**config.mk**
```make
export PLATFORM = sky130hd
export DESIGN_NAME = uart_sram_loader
export DESIGN_NICKNAME = d
export VERILOG_FILES = /design/src/rtl/uart_sram_loader.sv
export SDC_FILE = /design/constraint.sdc
export NUM_CORES = 1
export LEC_CHECK = 0
export ABC_AREA = 0
export CORE_UTILIZATION = 48
export DETAILED_ROUTE_END_ITERATION = 10
export GPL_ROUTABILITY_DRIVEN = 0
export PLACE_DENSITY_LB_ADDON = 0.15
export SYNTH_ARGS = -nofsm -noshare
export SYNTH_HDL_FRONTEND = slang
export SYNTH_SLANG_ARGS = --single-unit
```
**constraint.sdc**
```tcl
create_clock -name clk -period 2.1 [get_ports clk]
set_input_delay 0.42 -clock clk [delete_from_list [all_inputs] [get_ports clk]]
set_output_delay 0.42 -clock clk [all_outputs]
set_load 0.01 [all_outputs]
```
**src/rtl/uart_sram_loader.sv**
```systemverilog
// uart_sram_loader
// Parses a length-prefixed byte stream from the UART receiver. The first two
// bytes give a word count N (LSB first); the following 4*N bytes are packed
// little-endian into 32-bit words. Each word is written to consecutive SRAM
// word addresses over a req/ack handshake. A one-byte holding register
// absorbs a byte that arrives while a write is waiting for its ack. Error
// flags are sticky until reset.
module uart_sram_loader #(
  parameter int unsigned        ADDR_W    = 18,
  parameter logic [ADDR_W-1:0]  BASE_ADDR = '0,
  parameter int unsigned        TIMEOUT   = 0
) (
  input  logic              clk,
  input  logic              rst_n,
  input  logic [7:0]        rx_data,
  input  logic              rx_valid,
  input  logic              rx_frame_err,
  output logic              sram_req,
  output logic [ADDR_W-1:0] sram_addr,
  output logic [31:0]       sram_wdata,
  input  logic              sram_ack,
  output logic              busy,
  output logic              done,
  output logic [15:0]       words_written,
  output logic              err_frame,
  output logic              err_overrun,
  output logic              err_timeout
);

  typedef enum logic [2:0] {
    ST_HDR0  = 3'd0,
    ST_HDR1  = 3'd1,
    ST_DATA  = 3'd2,
    ST_WRITE = 3'd3,
    ST_DONE  = 3'd4
  } state_t;

  localparam logic [ADDR_W-1:0] ADDR_ONE = {{(ADDR_W-1){1'b0}}, 1'b1};

  state_t              state_q, state_d;
  logic [15:0]         len_q, len_d;
  logic [1:0]          lane_q, lane_d;
  logic [31:0]         word_q, word_d;
  logic [ADDR_W-1:0]   addr_q, addr_d;
  logic                req_q, req_d;
  logic                busy_q, busy_d;
  logic                done_q, done_d;
  logic [15:0]         ww_q, ww_d;
  logic [7:0]          hold_q, hold_d;
  logic                hold_full_q, hold_full_d;
  logic                err_frame_q, err_frame_d;
  logic                err_overrun_q, err_overrun_d;
  logic                err_timeout_q, err_timeout_d;
  logic [31:0]         tmo_cnt_q, tmo_cnt_d;

  logic                rx_good_s;
  logic                byte_vld_s;
  logic [7:0]          byte_s;
  logic                tmo_run_s;
  logic                tmo_fire_s;
  logic [15:0]         ww_inc_s;

  assign rx_good_s = rx_valid & ~rx_frame_err;
  assign ww_inc_s  = ww_q + 16'd1;

  // Select the byte the FSM sees this cycle (held byte first) and manage the holding register.
  always_comb begin
    byte_vld_s    = 1'b0;
    byte_s        = 8'h00;
    hold_d        = hold_q;
    hold_full_d   = hold_full_q;
    err_overrun_d = err_overrun_q;
    err_frame_d   = err_frame_q;
    if (rx_valid && rx_frame_err) begin
      err_frame_d = 1'b1;
    end else begin
      err_frame_d = err_frame_q;
    end
    if (state_q == ST_WRITE) begin
      // While waiting for ack no byte is consumed; one good byte can be parked.
      if (rx_good_s) begin
        if (hold_full_q) begin
          err_overrun_d = 1'b1;
        end else begin
          hold_d      = rx_data;
          hold_full_d = 1'b1;
        end
      end else begin
        hold_full_d = hold_full_q;
      end
    end else begin
      if (hold_full_q) begin
        // Drain the parked byte; a byte arriving now takes its place.
        byte_vld_s = 1'b1;
        byte_s     = hold_q;
        if (rx_good_s) begin
          hold_d = rx_data;
        end else begin
          hold_full_d = 1'b0;
        end
      end else begin
        byte_vld_s = rx_good_s;
        byte_s     = rx_data;
      end
    end
  end

  // Inter-byte timeout: counts idle cycles only while a header or word is partially received.
  always_comb begin
    tmo_run_s  = (TIMEOUT != 32'd0) && ((state_q == ST_HDR1) || (state_q == ST_DATA));
    tmo_fire_s = 1'b0;
    tmo_cnt_d  = 32'd0;
    if (tmo_run_s && !rx_valid && !hold_full_q) begin
      if (tmo_cnt_q == (TIMEOUT - 32'd1)) begin
        tmo_fire_s = 1'b1;
        tmo_cnt_d  = 32'd0;
      end else begin
        tmo_cnt_d = tmo_cnt_q + 32'd1;
      end
    end else begin
      tmo_cnt_d = 32'd0;
    end
  end

  // Next-state and datapath updates of the stream parser / write FSM.
  always_comb begin
    state_d       = state_q;
    len_d         = len_q;
    lane_d        = lane_q;
    word_d        = word_q;
    addr_d        = addr_q;
    req_d         = req_q;
    done_d        = done_q;
    ww_d          = ww_q;
    err_timeout_d = err_timeout_q;
    busy_d        = 1'b0;
    case (state_q)
      ST_HDR0: begin
        if (byte_vld_s) begin
          len_d[7:0] = byte_s;
          state_d    = ST_HDR1;
        end else begin
          state_d = ST_HDR0;
        end
      end
      ST_HDR1: begin
        if (tmo_fire_s) begin
          err_timeout_d = 1'b1;
          state_d       = ST_HDR0;
        end else if (byte_vld_s) begin
          len_d[15:8] = byte_s;
          ww_d        = 16'd0;
          if ({byte_s, len_q[7:0]} == 16'd0) begin
            done_d  = 1'b1;
            state_d = ST_DONE;
          end else begin
            addr_d  = BASE_ADDR;
            lane_d  = 2'd0;
            state_d = ST_DATA;
          end
        end else begin
          state_d = ST_HDR1;
        end
      end
      ST_DATA: begin
        if (tmo_fire_s) begin
          err_timeout_d = 1'b1;
          lane_d        = 2'd0;
          state_d       = ST_HDR0;
        end else if (byte_vld_s) begin
          word_d[{lane_q, 3'b000} +: 8] = byte_s;
          lane_d = lane_q + 2'd1;
          if (lane_q == 2'd3) begin
            req_d   = 1'b1;
            state_d = ST_WRITE;
          end else begin
            state_d = ST_DATA;
          end
        end else begin
          state_d = ST_DATA;
        end
      end
      ST_WRITE: begin
        if (sram_ack) begin
          req_d  = 1'b0;
          ww_d   = ww_inc_s;
          addr_d = addr_q + ADDR_ONE;
          if (ww_inc_s == len_q) begin
            done_d  = 1'b1;
            state_d = ST_DONE;
          end else begin
            state_d = ST_DATA;
          end
        end else begin
          req_d = 1'b1;
        end
      end
      ST_DONE: begin
        if (byte_vld_s) begin
          done_d     = 1'b0;
          len_d[7:0] = byte_s;
          state_d    = ST_HDR1;
        end else begin
          state_d = ST_DONE;
        end
      end
      default: begin
        state_d = ST_HDR0;
        req_d   = 1'b0;
        lane_d  = 2'd0;
      end
    endcase
    if ((state_d == ST_HDR1) || (state_d == ST_DATA) || (state_d == ST_WRITE)) begin
      busy_d = 1'b1;
    end else begin
      busy_d = 1'b0;
    end
  end

  // State and output registers; asynchronous reset drops any in-flight request.
  always_ff @(posedge clk or negedge rst_n) begin
    if (!rst_n) begin
      state_q       <= ST_HDR0;
      len_q         <= 16'd0;
      lane_q        <= 2'd0;
      word_q        <= 32'd0;
      addr_q        <= BASE_ADDR;
      req_q         <= 1'b0;
      busy_q        <= 1'b0;
      done_q        <= 1'b0;
      ww_q          <= 16'd0;
      hold_q        <= 8'h00;
      hold_full_q   <= 1'b0;
      err_frame_q   <= 1'b0;
      err_overrun_q <= 1'b0;
      err_timeout_q <= 1'b0;
      tmo_cnt_q     <= 32'd0;
    end else begin
      state_q       <= state_d;
      len_q         <= len_d;
      lane_q        <= lane_d;
      word_q        <= word_d;
      addr_q        <= addr_d;
      req_q         <= req_d;
      busy_q        <= busy_d;
      done_q        <= done_d;
      ww_q          <= ww_d;
      hold_q        <= hold_d;
      hold_full_q   <= hold_full_d;
      err_frame_q   <= err_frame_d;
      err_overrun_q <= err_overrun_d;
      err_timeout_q <= err_timeout_d;
      tmo_cnt_q     <= tmo_cnt_d;
    end
  end

  assign sram_req      = req_q;
  assign sram_addr     = addr_q;
  assign sram_wdata    = word_q;
  assign busy          = busy_q;
  assign done          = done_q;
  assign words_written = ww_q;
  assign err_frame     = err_frame_q;
  assign err_overrun   = err_overrun_q;
  assign err_timeout   = err_timeout_q;

endmodule
```
==> impl_metrics.yaml <==
floorplan:
  ios: 85
  die_y_um: 105
  dieArea_um2: 11100
  start_util_pct: 49.6
  die_w_um: 105
  num_rows: 37
  core_area_um2: 10300
routing:
  drt_wl_total_um: 13600
  wl_per_cell_um: 16.4
  vias: 4580
  drtPass1Iterations: 5
  drc: 0
  via_per_inst: 5.54
  postRouteAntennaNets: 0
  drtIter0Drc: 228
critical_path:
  cp-end-kind: "flip-flop"
  cp.required_ns: 2.38
  cp-start-kind: "flip-flop"
  crit_type: "reg -> reg"
  worstPathArrival_ns: 2.53
  crit_fanout: 18
  r2r_slack_ns: -0.15
yosys:
  synth_compound_gate_area_share_pct: 15.1
  synth_fa_ha_area_share_pct: 1.95
  syn_area_per_cell_um2: 9.78
  yosysWarnings: 0
  async_flop_share_pct: 100
  syn_inst: 524
  synth_edf_count: 0
  synth_area_um2: 5120
  synth.ff_latch_count: 101
  yosys.area_share.simple_pct: 20.0
  yosys.cell_types.count: 59
  synthMuxAreaShare_pct: 3.79
  synth_top_family_by_area: "simple AND/OR/NAND/NOR gates"
  synth_top_flop_cell: "dfrtp_1"
  synth_xor_area_share_pct: 6.84
  syn_nets: 545
  ys_seq_area_share_pct: 49.3
global_routing:
  track_usage_pct: 25.5
  grt_first_pass_wirelength_um: 22100
  grt_pass1_vias: 4380
  gr-total-overflow: 0
  antenna_found_initial: 0
  grt_max_degree: 39
cts:
  clk_latency_ns: 0.38
  cts.path.max_buffers: 2
  cts_tree: "done"
  cts_root_buf: "clkbuf_8"
  clkTransAtPathRegs_ns: 0.10
  htreeDepth: 3
  numCtsBuffers: 9
  clock_sinks: 101
sta:
  fin_worst_skew_ns: 0.0106
  post-route-period-util_pct: 107
  grt_setup_unrepaired: "true"
  max_freq_ghz: 0.445
  setup_viol_count_final: 23
  min_period_ns: 2.25
  setup_slack_ns: -0.146
  hold_slack_ns: 0.466
  slew_viol_final: 0
  fin_tns_setup_ns: -1.66
  hold_viol: 0
layout:
  instances_no_fill: 827
  nNetsFinal: 707
  layout-drive-gt1-share_pct: 24.2
  regArea_um2: 2530
  nFillCells: 760
  antenna_cells: 0
  area_delta_synth_final_pct: 41.7
  multiInputGateArea_um2: 2720
min_path:
  min_path_type: "reg -> reg"
run_status:
  status: "finished with violations"
  failed_checks: "negative setup slack"
power:
  p_total_mw: 7.62
  leakagePower_nw: 3.12
  pwr_density_cell_nw_per_um2: 1050
  ir_drop_uv: 616
placed_design:
  dp_cells: 797
  hpwl_um: 9460
  place_ws_ns: -0.456
  numPortBuffers: 83
run:
  cap_violations: 0
per-stage QoR:
stage                     instance area, um^2  util, %
final                                    7260     70.3
after global routing                     7260     70.3
after CTS                                7060     68.4
after detailed placement                 6670     64.6
after global placement                   6670     64.6
after floorplan                          5160        -
area by class of cell:
type	instances	share of cell area, %
clock buffer	9	1.71
clock inverter	7	1.12
inverter	4	0.207
multi-input combinational	391	37.5
sequential	101	34.9
tap	136	2.34
timing repair buffer	179	22.2
final timing paths:
check,startpoint,to,cells past startpoint
worst min register to register,err_frame$_DFFE_PN0P_,err_frame$_DFFE_PN0P_,1
worst max-delay path,len_q[0]$_DFFE_PN0P_,sram_addr[17]$_DFFE_PN0P_,7
worst max register to register,len_q[0]$_DFFE_PN0P_,sram_addr[17]$_DFFE_PN0P_,7
min in group asynchronous,rst_n,sram_addr[14]$_DFFE_PN0P_,2
worst min-delay path,err_frame$_DFFE_PN0P_,err_frame$_DFFE_PN0P_,1
max in group asynchronous,rst_n,words_written[2]$_DFFE_PN0P_,3
cell usage in the layout (no fill, tap or decap), drive strengths merged, types with 5 or more instances in the layout:
cell type and n:
nor3 6, buf 96, xor2 10, mux2 16
nand2 89, ha 8, o21ai 47, a31oi 6
inv 7, a21oi 9, clkdlybuf4s50 82, clkbuf 9
nor2 35, nand3 14, and4 5, nand2b 6
nand4 9, nor4 11, o41ai 5, or3 6
xnor2 30, dfrtp 101, o31ai 37
logic make-up after synthesis:
logic type / after synthesis
other: 1
DFF: 101
muxes: 17
adders and majority gates: 8
AOI/OAI and AO/OA: 119
and+or+nand+nor: 206
xor gates and xnor gates: 40
buffers and inverters: 32
power breakdown:
group	total, mW	internal (mW)	switching [mW]
registers	2.81	2.43	0.374
clock network	1.32	0.568	0.753
logic	3.50	1.70	1.80
total	7.62	4.70	2.93
metal layers:
metal	GRT usage [%]	share of wire (%)	vias up
met5	0	0	-
met4	11.3	2.8	0
met3	5.13	5.3	21
met2	41.1	48	131
met1	33.5	44	2228
li1	-	-	2200
critical path: stages (launching register included):
cell     delay [ns]
dfrtp_1        0.39
or4_4          0.57
a211o_1        0.34
nor4b_4        0.33
buf_12         0.18
or4_1          0.13
xor2_1         0.14
nor2_1         0.05
cell usage after synthesis (all sizes together), types with 5 or more instances:
master / number / share of area, %
nand3: 14 / 1.4
ha: 8 / 2.0
nand4: 9 / 1.4
nor4: 11 / 1.3
nand2: 89 / 6.5
a21oi: 9 / 0.88
xor2: 10 / 1.7
or3: 6 / 0.73
and4: 5 / 0.85
dfrtp: 101 / 49
mux2: 16 / 3.6
o41ai: 5 / 1.0
o21ai: 47 / 4.6
nand2b: 6 / 0.73
buf: 9 / 1.1
xnor2: 30 / 5.1
a31oi: 6 / 0.73
nor3: 6 / 0.68
clkbuf: 19 / 1.4
nor2: 35 / 2.6
o31ai: 37 / 5.4
state kept, by name, indices dropped and copies added (netlist names), 2 cells and up:
name	flops
words_written	16
sram_addr	18
hold_q	8
lane_q	2
sram_wdata	32
state_q	3
len_q	16
timing repair:
item | 4_1_cts | 5_1_grt
pin swaps | 13 | 16
hold endpoints to repair | 29 | 0
buffers inserted | 6 | 7
setup endpoints to repair | 24 | 24
hold buffers | 1 | 0
resized for setup | 28 | 25
No activity file was read; power rests on OpenSTA's default activity.
